[src/rtl/bus_arbiter_pkg.sv]
// Shared bus definitions for the master-side arbiter.
//   BUS_MASTER_CH        : number of bus masters
//   BUS_OWNER_W          : width of the owner index
//   bus_owner_t          : owner index type (BUS_OWNER_BUS)
//   BUS_OWNER_MASTER_0..3: master index constants
//   ENABLE_ / DISABLE_   : active-low enable levels used on req/grant lines
package bus_arbiter_pkg;

  localparam int unsigned BUS_MASTER_CH = 4;
  localparam int unsigned BUS_OWNER_W   = 2;

  typedef logic [BUS_OWNER_W-1:0] bus_owner_t;

  localparam bus_owner_t BUS_OWNER_MASTER_0 = 2'd0;
  localparam bus_owner_t BUS_OWNER_MASTER_1 = 2'd1;
  localparam bus_owner_t BUS_OWNER_MASTER_2 = 2'd2;
  localparam bus_owner_t BUS_OWNER_MASTER_3 = 2'd3;

  localparam logic ENABLE_  = 1'b0;
  localparam logic DISABLE_ = 1'b1;

endpackage

[src/rtl/bus_arb_rr_pick.sv]
// Round-robin requester selection (combinational).
//   owner_i      : current bus owner
//   req_i        : active-high requests, owner's own bit already masked off
//   next_owner_o : first requester scanning owner+1, owner+2, owner+3 (mod 4)
//   valid_o      : at least one other master is requesting
module bus_arb_rr_pick
  import bus_arbiter_pkg::*;
(
  input  logic [BUS_OWNER_W-1:0]   owner_i,
  input  logic [BUS_MASTER_CH-1:0] req_i,
  output logic [BUS_OWNER_W-1:0]   next_owner_o,
  output logic                     valid_o
);

  bus_owner_t idx;

  always_comb begin
    next_owner_o = owner_i;
    valid_o      = 1'b0;
    idx          = '0;
    // Index arithmetic wraps naturally in 2 bits, giving the mod-4 scan.
    for (int unsigned i = 1; i < BUS_MASTER_CH; i++) begin
      idx = owner_i + BUS_OWNER_W'(i);
      if (!valid_o && req_i[idx]) begin
        valid_o      = 1'b1;
        next_owner_o = idx;
      end
    end
  end

endmodule

[src/rtl/bus_arbiter.sv]
// Four-master round-robin bus arbiter with parking and hold-limit pre-emption.
//   clk                   : bus clock, state updates on rising edge
//   reset                 : asynchronous active-high reset (owner -> master 0)
//   m0_req_n..m3_req_n    : active-low bus requests
//   m0_grnt_n..m3_grnt_n  : active-low grants, decoded from the owner register
//   owner                 : current owner index (master mux select)
// MAX_HOLD bounds consecutive owned cycles under contention (0 disables).
module bus_arbiter
  import bus_arbiter_pkg::*;
#(
  parameter int MAX_HOLD = 16,
  parameter int HOLD_W   = 8
) (
  input  logic                   clk,
  input  logic                   reset,
  input  logic                   m0_req_n,
  input  logic                   m1_req_n,
  input  logic                   m2_req_n,
  input  logic                   m3_req_n,
  output logic                   m0_grnt_n,
  output logic                   m1_grnt_n,
  output logic                   m2_grnt_n,
  output logic                   m3_grnt_n,
  output logic [BUS_OWNER_W-1:0] owner
);

  // Counter saturation point; with pre-emption disabled it simply saturates at all-ones.
  localparam logic [HOLD_W-1:0] HOLD_LAST =
    (MAX_HOLD == 0) ? {HOLD_W{1'b1}} : HOLD_W'(MAX_HOLD - 1);

  bus_owner_t                owner_q, owner_d;
  logic [HOLD_W-1:0]         hold_q, hold_d;
  logic [BUS_MASTER_CH-1:0]  req_act;
  logic [BUS_MASTER_CH-1:0]  req_other;
  logic                      own_req;
  bus_owner_t                pick_owner;
  logic                      pick_valid;

  assign req_act   = ~{m3_req_n, m2_req_n, m1_req_n, m0_req_n};
  assign own_req   = req_act[owner_q];
  assign req_other = req_act & ~(BUS_MASTER_CH'(1) << owner_q);

  bus_arb_rr_pick u_pick (
    .owner_i      (owner_q),
    .req_i        (req_other),
    .next_owner_o (pick_owner),
    .valid_o      (pick_valid)
  );

  always_comb begin
    owner_d = owner_q;
    hold_d  = hold_q;
    if (!own_req) begin
      // Parked or releasing: hand off only if someone else wants the bus.
      hold_d = '0;
      if (pick_valid) owner_d = pick_owner;
    end else if ((MAX_HOLD != 0) && (hold_q == HOLD_LAST) && pick_valid) begin
      owner_d = pick_owner;
      hold_d  = '0;
    end else if (hold_q != HOLD_LAST) begin
      hold_d = hold_q + HOLD_W'(1);
    end
  end

  always_ff @(posedge clk or posedge reset) begin
    if (reset) begin
      owner_q <= BUS_OWNER_MASTER_0;
      hold_q  <= '0;
    end else begin
      owner_q <= owner_d;
      hold_q  <= hold_d;
    end
  end

  assign m0_grnt_n = (owner_q == BUS_OWNER_MASTER_0) ? ENABLE_ : DISABLE_;
  assign m1_grnt_n = (owner_q == BUS_OWNER_MASTER_1) ? ENABLE_ : DISABLE_;
  assign m2_grnt_n = (owner_q == BUS_OWNER_MASTER_2) ? ENABLE_ : DISABLE_;
  assign m3_grnt_n = (owner_q == BUS_OWNER_MASTER_3) ? ENABLE_ : DISABLE_;
  assign owner     = owner_q;

endmodule

[config.mk]
export PLATFORM = sky130hd
export DESIGN_NAME = bus_arbiter
export DESIGN_NICKNAME = d
export VERILOG_FILES = /design/src/rtl/bus_arbiter_pkg.sv /design/src/rtl/bus_arb_rr_pick.sv /design/src/rtl/bus_arbiter.sv
export SDC_FILE = /design/constraint.sdc
export NUM_CORES = 1
export LEC_CHECK = 0
export BUFFER_PORTS_ARGS = -buffer_cell sky130_fd_sc_hd__buf_2
export CAP_MARGIN = 15
export CORE_ASPECT_RATIO = 0.9
export CORE_MARGIN = 4
export CORE_UTILIZATION = 47
export CTS_CLUSTER_SIZE = 30
export DETAILED_ROUTE_END_ITERATION = 12
export PLACE_DENSITY_LB_ADDON = 0.08
export SKIP_CTS_REPAIR_TIMING = 1
export SYNTH_ARGS = -nofsm -noshare
export SYNTH_HDL_FRONTEND = slang
export SYNTH_HIERARCHICAL = 1
export SYNTH_SLANG_ARGS = --single-unit
[constraint.sdc]
create_clock -name clk -period 2.01 [get_ports clk]
set_clock_uncertainty 0.1 [all_clocks]
set_input_delay 0.201 -clock clk [delete_from_list [all_inputs] [get_ports clk]]
set_output_delay 0.201 -clock clk [all_outputs]
set_load 0.02 [all_outputs]
# Word-level counts from Yosys, hierarchy flattened
# Index checks and enable logic that the tools add are counted.
# totals
inputBits	6
ff_bits	10
# classes
magnitude_cmp	4
mux	24
eq_ne	7
add_sub_neg	4
n_reduce_logical	8
bitwise_logic	3
shift	1
# ops
op	count
$mux 8	3
$lt 2x3->1 const B	4
$mux 2	6
$mux 1	11
$add 8x1->8 const B	1
$bmux 1 s2	4
$eq 8x4->1 const B	1
$ne 8x4->1 const B	1
$not 4->4	2
$add 2x2->2 const B	2
$and 4x4->4	1
$eq 2x2->1 const B	2
$shl 1x2->4 const A	1
$logic_and 1x1->1	3
$ne 3x1->1 const B	1
$add 2x1->2 const B	1
$eq 2x1->1 const B	1
$logic_not 1->1	2
$logic_not 2->1	1
$ne 2x1->1 const B	1
$reduce_and 2->1	1
$reduce_bool 2->1	1

# Longest topological paths before layout
# Gate-level depths: netlist of the first run.
# depth
ltp_word	15
depth_mapped	9
depth_no_buf	8

# Modules after synthesis
# Netlist of the first run, hierarchy kept.
# modules_own_cells
mod	cells_each	seq_area_each_um2	area_each_um2	n_inst
bus_arbiter	60	250.2	590.6	1
bus_arb_rr_pick	16	0.0	100.1	1

# Worst setup path after synthesis of the first run
# OpenSTA, ideal clock, no wires.
# synth_path
path_type	reg-to-reg
startpoint	register owner_q[0] (netlist: owner[0])
endpoint	register owner_q[0] (netlist: owner[0])
arrival_ns	2.012
path_buffers	1
synth_period_minus_slack_ns	2.233
path_slack_ns	-0.223
setup_ns	0.122
path_stages_with_launch	9
required_ns	1.788
path_cell_list	dfrtp_1 -> buf_6 -> inv_1 -> a21oi_1 -> mux2i_1 -> a32oi_1 -> a2bb2oi_1 -> o21ai_0 -> a32o_1
# synth_between
elab_chain_len	15
elab_cells_between_ends	31
cone_classes	3 x add/sub; 1 x eq/ne; 1 x shift; 17 x mux; 2 x bitwise; 7 x reduce/logical
# synth_rtl
element	line_no	text
start: declaration	bus_arbiter.sv:31	bus_owner_t owner_q, owner_d;
start signal: assignment	bus_arbiter.sv:70	owner_q <= owner_d;
$shl 1x2->4 (*)	bus_arbiter.sv:41	assign req_other = req_act & ~(BUS_MASTER_CH'(1) << owner_q);
$not 4->4 (*)	bus_arbiter.sv:41	
$and 4x4->4 (*)	bus_arbiter.sv:41	
named net req_other[2]	bus_arbiter.sv:34	logic [BUS_MASTER_CH-1:0] req_other;
$bmux 1 s2	bus_arb_rr_pick.sv:24	if (!valid_o && req_i[idx]) begin
$mux 1 (not written as such)	bus_arb_rr_pick.sv:24	
$mux 1	bus_arb_rr_pick.sv:24	
$logic_not 1->1	bus_arb_rr_pick.sv:24	
$logic_and 1x1->1	bus_arb_rr_pick.sv:24	
$mux 1	bus_arb_rr_pick.sv:24	
$logic_not 1->1	bus_arb_rr_pick.sv:24	
$logic_and 1x1->1	bus_arb_rr_pick.sv:24	
$mux 1 (*)	bus_arb_rr_pick.sv:24	
named net pick_valid	bus_arbiter.sv:37	logic pick_valid;
$logic_and 1x1->1	bus_arbiter.sv:57	end else if ((MAX_HOLD != 0) && (hold_q == HOLD_LAST) && pick_valid) begin
$ne 2x1->1 (no source line)	--	
$reduce_and 2->1 (no source line) (*)	--	
# Mark *: on every way through the listed nets, which the timed path passes. The rest lies on a longest branch. The select of a mux whose other input is x is not followed.
# A chain may end at the register's enable or synchronous reset.

# Worst setup path after layout of the first run
# layout_path
startpoint	register owner_q[1] (netlist: owner[1])
endpoint	register owner_q[0] (netlist: owner[0])
# The elaborated chain is that of the path after synthesis.

==> results of run 1 <==
-- critical path, cell delays in order (launching register included) --
cell and delay [ns]:
dfrtp_2 0.45, a21oi_2 0.25, mux2i_1 0.11, a32oi_1 0.23, a2bb2oi_2 0.28, o21ai_0 0.13
a32o_1 0.21
-- final cells by class --
class	instances	area share
repair buffers	18	0.1277
clock buffers	4	0.03048
well taps	14	0.02032
flip-flops and latches	10	0.2932
multi-input cells	59	0.5065
inverters	5	0.02177
-- cells in the mapped netlist (2+ instances only) --
cell type / instances
and3_1: 2
mux2i_1: 3
xor2_1: 4
a21oi_1: 8
nand3_1: 4
inv_1: 5
nor2_1: 10
a32oi_1: 2
dfrtp_1: 10
nor3_2: 2
nand2_1: 7
-- registers in the layout (all words and copies together), names as in the netlist --
signal  flops
owner       2
hold_q      8
-- power breakdown --
| part | switching, µW | internal, µW |
|---|---|---|
| clock | 63.7 | 76.5 |
| combinational | 424 | 328 |
| sequential | 57.5 | 251 |
-- cells by family (layout without fill, tap and decap cells) --
| logic type | count (synthesis) | in the layout | share of synthesized area |
|---|---|---|---|
| AND/OR/NAND/NOR | 30 | 30 | 0.2283 |
| XOR/XNOR | 4 | 4 | 0.05072 |
| AO/OA/AOI/OAI | 19 | 19 | 0.1993 |
| multiplexers | 5 | 5 | 0.09239 |
| adder cells (fa/ha/maj) | 1 | 1 | 0.01811 |
| flip-flops | 10 | 10 | 0.3623 |
| buffers and inverters | 7 | 27 | 0.04891 |
-- stage by stage --
step	std cells	cell area (µm²)	TNS [ns]
2_1_floorplan	76	706.9	0
3_3_place_gp	105	809.5	0
3_5_place_dp	105	809.5	0
4_1_cts	109	835.8	0
5_1_grt	110	862.1	-0.005081
6_report	110	862.1	0
-- per-layer routing --
metal	wire (µm)	GRT usage
met3	83	0.05387
met5	0	0
met1	835	0.2296
met2	697	0.2474
met4	0	0
-- worst max path at each step --
| stage | start | end | slack, ns |
|---|---|---|---|
| global route | owner[0]$_DFFE_PP0P_ | hold_q[1]$_DFFE_PP0P_ | -0.005 |
| detailed placement | owner[1]$_DFFE_PP0P_ | owner[0]$_DFFE_PP0P_ | 0.06 |
| global placement | owner[1]$_DFFE_PP0P_ | owner[0]$_DFFE_PP0P_ | 0.14 |
| CTS | owner[1]$_DFFE_PP0P_ | owner[0]$_DFFE_PP0P_ | 0.06 |
| finish | owner[1]$_DFFE_PP0P_ | owner[0]$_DFFE_PP0P_ | 0.14 |
| floorplan | owner[1]$_DFFE_PP0P_ | owner[0]$_DFFE_PP0P_ | 0.01 |
-- layout by cell type (no fill, tap or decap) --
cell type,count
a32o_1,1
mux4_2,1
clkbuf_1,1
buf_4,6
a31oi_1,1
dfrtp_1,8
a21oi_2,2
dfrtp_2,2
o21bai_4,1
nor2_4,1
a21oi_1,5
o22ai_1,1
mux2i_1,3
dlygate4sd3_1,1
nand2_1,7
nor3_2,3
nor3b_1,1
mux2_2,1
o31ai_1,1
a31o_1,1
buf_2,11
clkbuf_4,3
and3_1,2
nor2_1,10
nand2b_1,1
o21ai_0,1
or4_4,1
a21o_2,1
nand3_1,4
xor2_1,4
a2bb2oi_2,1
a21oi_4,1
a32oi_1,2
inv_1,5
ha_1,1
==> impl_metrics.env, run 1 <==
export IMPL_io_pins=12
export IMPL_drc_errors=0
export IMPL_cp_end_kind="register"
export IMPL_path_clk_slew_ns=0.06
export IMPL_yosys_register_bits=10
export IMPL_num_antenna_cells=0
export IMPL_initial_core_util=0.5287
export IMPL_wirelength_mm=1.616
export IMPL_async_flop_share=1.000
export IMPL_cts_max_level=1
export IMPL_yosys_area_top_type="dfrtp_1"
export IMPL_track_usage=0.1598
export IMPL_vias=615
export IMPL_min_path_type="in -> reg"
export IMPL_powerDensity_nw_per_um2=1394
export IMPL_final_hold_violation_count=0
export IMPL_fp_dieW_um=48.41
export IMPL_finalMaxSlewViolations=0
export IMPL_worst_slew_pin_slew_ns=0.3820
export IMPL_grt_max_degree=11
export IMPL_cts_tree="yes"
export IMPL_holdWs_ns=0.3386
export IMPL_rr_worst_depth=6
export IMPL_synth_edf_count=0
export IMPL_worstPathRequired_ns=2.06
export IMPL_vdd_drop_max_uv=828.2
export IMPL_seq_area_frac_synth=0.3623
export IMPL_antenna_found_initial=0
export IMPL_grt_pass1_vias=558
export IMPL_syn_inst=76
export IMPL_layout_min_cycle_time_ns=1.873
export IMPL_overflow=0
export IMPL_cts_root_buf="clkbuf_4"
export IMPL_setup_worst_path_start_class="register"
export IMPL_port_buffer_count=11
export IMPL_total_power_uw=1202
export IMPL_drive_gt1_frac=0.3646
export IMPL_fin_ws_ns=0.1370
export IMPL_preCtsSetupSlack_ns=0.06439
export IMPL_rrSetupSlack_ns=0.14
export IMPL_clockBufferDepth=2
export IMPL_setup_violations=0
export IMPL_synth_area_per_cell_um2=9.088
export IMPL_finalNetCount=104
export IMPL_synth_main_ff_cell="dfrtp_1"
export IMPL_synth_area_leaders="dfrtp_1, a21oi_1, nor2_1"
export IMPL_yosys_warnings=6
export IMPL_grt_pass1_wl_mm=2.663
export IMPL_fin_util=0.6600
export IMPL_filler_cell_count=117
export IMPL_coreArea_um2=1306
export IMPL_drtIter0Drc=13
export IMPL_fin_crit_sh=0.9318
export IMPL_cap_violations=0
export IMPL_max_freq_mhz=533.9
export IMPL_avgRoutedWirePerCell_um=14.69
export IMPL_clk_insertion_delay_late_ns=0.26
export IMPL_hpwlAfterDp_mm=1.200
export IMPL_area_delta_synth_final_pct=24.82
export IMPL_hold_start="m0_req_n"
export IMPL_timing_rr_start="owner[1]$_DFFE_PP0P_"
export IMPL_worstHoldEndpoint="hold_q[1]$_DFFE_PP0P_"
export IMPL_crit_type="reg -> reg"
export IMPL_die_y_um=44.37
export IMPL_multi_input_area_um2=436.7
export IMPL_die_area_um2=2147
export IMPL_yosys_area_top_type_share=0.3623
export IMPL_slew_headroom=0.7450
export IMPL_arrival_ns=1.92
export IMPL_seq_area_um2=252.7
export IMPL_antenna_left=0
export IMPL_rows=12
export IMPL_synth_area_um2=690.7
export IMPL_cp_max_fo=6
export IMPL_hold_path_depth=3
export IMPL_leakagePower_uw=0.0003996
export IMPL_timing_rr_end="owner[0]$_DFFE_PP0P_"
export IMPL_numCtsBuffers=3
export IMPL_synth_distinct_cells=30
export IMPL_synthesis_nets=83
export IMPL_drtPass1Iterations=6
export IMPL_via_per_inst=5.591
export IMPL_place_congestion=0.8886
export IMPL_status="finished, final reports clean"
export IMPL_cts_sinks=10
No activity file was read; power rests on OpenSTA's default activity.
==> run 2: changes to the inputs <==
- CORE_UTILIZATION: 47 -> 45
- MAX_ROUTING_LAYER: not set -> met4
==> impl_metrics.env, run 2 (synthesis gave the netlist of run 1 again) <==
export IMPL_worstPathRequired_ns=2.06
export IMPL_port_buffer_count=11
export IMPL_hold_path_depth=3
export IMPL_cap_violations=0
export IMPL_via_per_inst=5.381
export IMPL_finalNetCount=106
export IMPL_io_pins=12
export IMPL_clk_insertion_delay_late_ns=0.26
export IMPL_timing_rr_end="hold_q[1]$_DFFE_PP0P_"
export IMPL_slew_headroom=0.7404
export IMPL_setup_violations=0
export IMPL_status="finished, final reports clean"
export IMPL_layout_min_cycle_time_ns=1.942
export IMPL_overflow=0
export IMPL_fp_dieW_um=49.30
export IMPL_cpMaxStageDelayCell="dfrtp_2"
export IMPL_crit_type="reg -> reg"
export IMPL_antenna_left=0
export IMPL_drive_gt1_frac=0.3878
export IMPL_initial_core_util=0.4771
export IMPL_leakagePower_uw=0.0004149
export IMPL_max_freq_mhz=515.0
export IMPL_cts_root_buf="clkbuf_4"
export IMPL_path_cells="buf_4, buf_4, nor3_2, a32oi_1, a2bb2oi_2, nor3_2, mux2i_1, nor2_1"
export IMPL_setup_worst_path_start_class="register"
export IMPL_area_delta_synth_final_pct=28.62
export IMPL_cts_tree="yes"
export IMPL_cp_max_fo=8
export IMPL_wirelength_mm=1.447
export IMPL_hpwlAfterDp_mm=1.100
export IMPL_path_buf_inv=2
export IMPL_total_power_uw=1251
export IMPL_final_cell_mix="buf_2, nor2_1, dfrtp_1, buf_4, nand2_1"
export IMPL_die_y_um=45.17
export IMPL_fin_crit_sh=0.9661
export IMPL_cts_sinks=10
export IMPL_rr_worst_depth=8
export IMPL_rows=13
export IMPL_timing_rr_start="owner[1]$_DFFE_PP0P_"
export IMPL_rrSetupSlack_ns=0.07
export IMPL_preCtsSetupSlack_ns=0.07426
export IMPL_drtPass1Iterations=4
export IMPL_vdd_drop_max_uv=1019
export IMPL_worst_slew_pin_slew_ns=0.3889
export IMPL_fin_ws_ns=0.06808
export IMPL_powerDensity_nw_per_um2=1408
export IMPL_path_clk_slew_ns=0.06
export IMPL_vias=608
export IMPL_finalMaxSlewViolations=0
export IMPL_grt_max_degree=11
export IMPL_cts_max_level=1
export IMPL_drc_errors=0
export IMPL_arrival_ns=1.99
export IMPL_coreArea_um2=1448
export IMPL_worstHoldEndpoint="hold_q[4]$_DFFE_PP0P_"
export IMPL_grt_pass1_vias=570
export IMPL_numCtsBuffers=3
export IMPL_cp_end_kind="register"
export IMPL_grt_pass1_wl_mm=2.470
export IMPL_num_antenna_cells=0
export IMPL_hold_start="m0_req_n"
export IMPL_rsz0062_at_grt="yes"
export IMPL_die_area_um2=2226
export IMPL_largest_reg_flops=8
export IMPL_drtIter0Drc=12
export IMPL_track_usage=0.1525
export IMPL_place_congestion=0.7490
export IMPL_antenna_found_initial=0
export IMPL_crit_family="flip-flops"
export IMPL_clockBufferDepth=2
export IMPL_final_common_cell="buf_2"
export IMPL_top_register="hold_q"
export IMPL_critPathMaxStageDelay_ns=0.46
export IMPL_min_path_type="in -> reg"
export IMPL_avgRoutedWirePerCell_um=12.81
export IMPL_final_hold_violation_count=0
==> run 2: cell types whose count changed in the layout (fill, tap and decap cells not counted) <==
cell and change:
buf_4 +2, clkbuf_1 -1, clkbuf_8 +1
==> run 2: routing by layer <==
| layer | GRT usage | share of wire | up-vias |
|---|---|---|---|
| li1 | - | - | 318 |
| met1 | 0.2165 | 0.54 | 273 |
| met2 | 0.1925 | 0.40 | 17 |
| met3 | 0.06601 | 0.062 | 0 |
| met4 | 0.03977 | 0 | 0 |
| met5 | - | 0 | - |
==> run 2: cell type report <==
cell class / instances / area (µm²)
fillers: 120 / 559.3
multi-input cells: 59 / 436.7
flip-flops and latches: 10 / 252.7
repair buffers: 20 / 125.1
clock buffers: 4 / 36.28
inverters: 5 / 18.77
well taps: 15 / 18.77
==> run 2: power breakdown <==
group | total (µW) | switching, µW | leakage (µW) | internal (µW)
clock network | 175 | 64.8 | 0.0000210 | 110
logic | 758 | 411 | 0.000263 | 347
registers | 318 | 66.8 | 0.000131 | 251
total | 1250 | 543 | 0.000415 | 708
==> run 2: worst max-delay path by stage <==
| stage | start | to | cells after the start |
|---|---|---|---|
| CTS | owner[1]$_DFFE_PP0P_ | owner[0]$_DFFE_PP0P_ | 7 |
| global placement | owner[0]$_DFFE_PP0P_ | hold_q[0]$_DFFE_PP0P_ | 7 |
| detailed placement | owner[1]$_DFFE_PP0P_ | owner[0]$_DFFE_PP0P_ | 6 |
| global route | owner[1]$_DFFE_PP0P_ | hold_q[1]$_DFFE_PP0P_ | 8 |
| finish | owner[1]$_DFFE_PP0P_ | hold_q[1]$_DFFE_PP0P_ | 8 |
| floorplan | owner[1]$_DFFE_PP0P_ | owner[0]$_DFFE_PP0P_ | 7 |
==> run 2: tightest hold or removal path, stage by stage <==
cell and delay, ns:
buf_2 0.09, mux4_2 0.27, nor2_1 0.06
==> run 2: stage by stage <==
stage	std cells	TNS, ns	instance area (µm²)	hold slack, ns	utilization
CTS	109	0	839.6	-0.1986	0.5799
finish	113	0	888.4	0.2914	0.6137
global placement	105	0	803.3	0.09783	0.5549
floorplan	76	0	706.9	-0.05889	-
detailed placement	105	0	803.3	0.08998	0.5549
global route	113	-0.03539	888.4	0.2951	0.6137
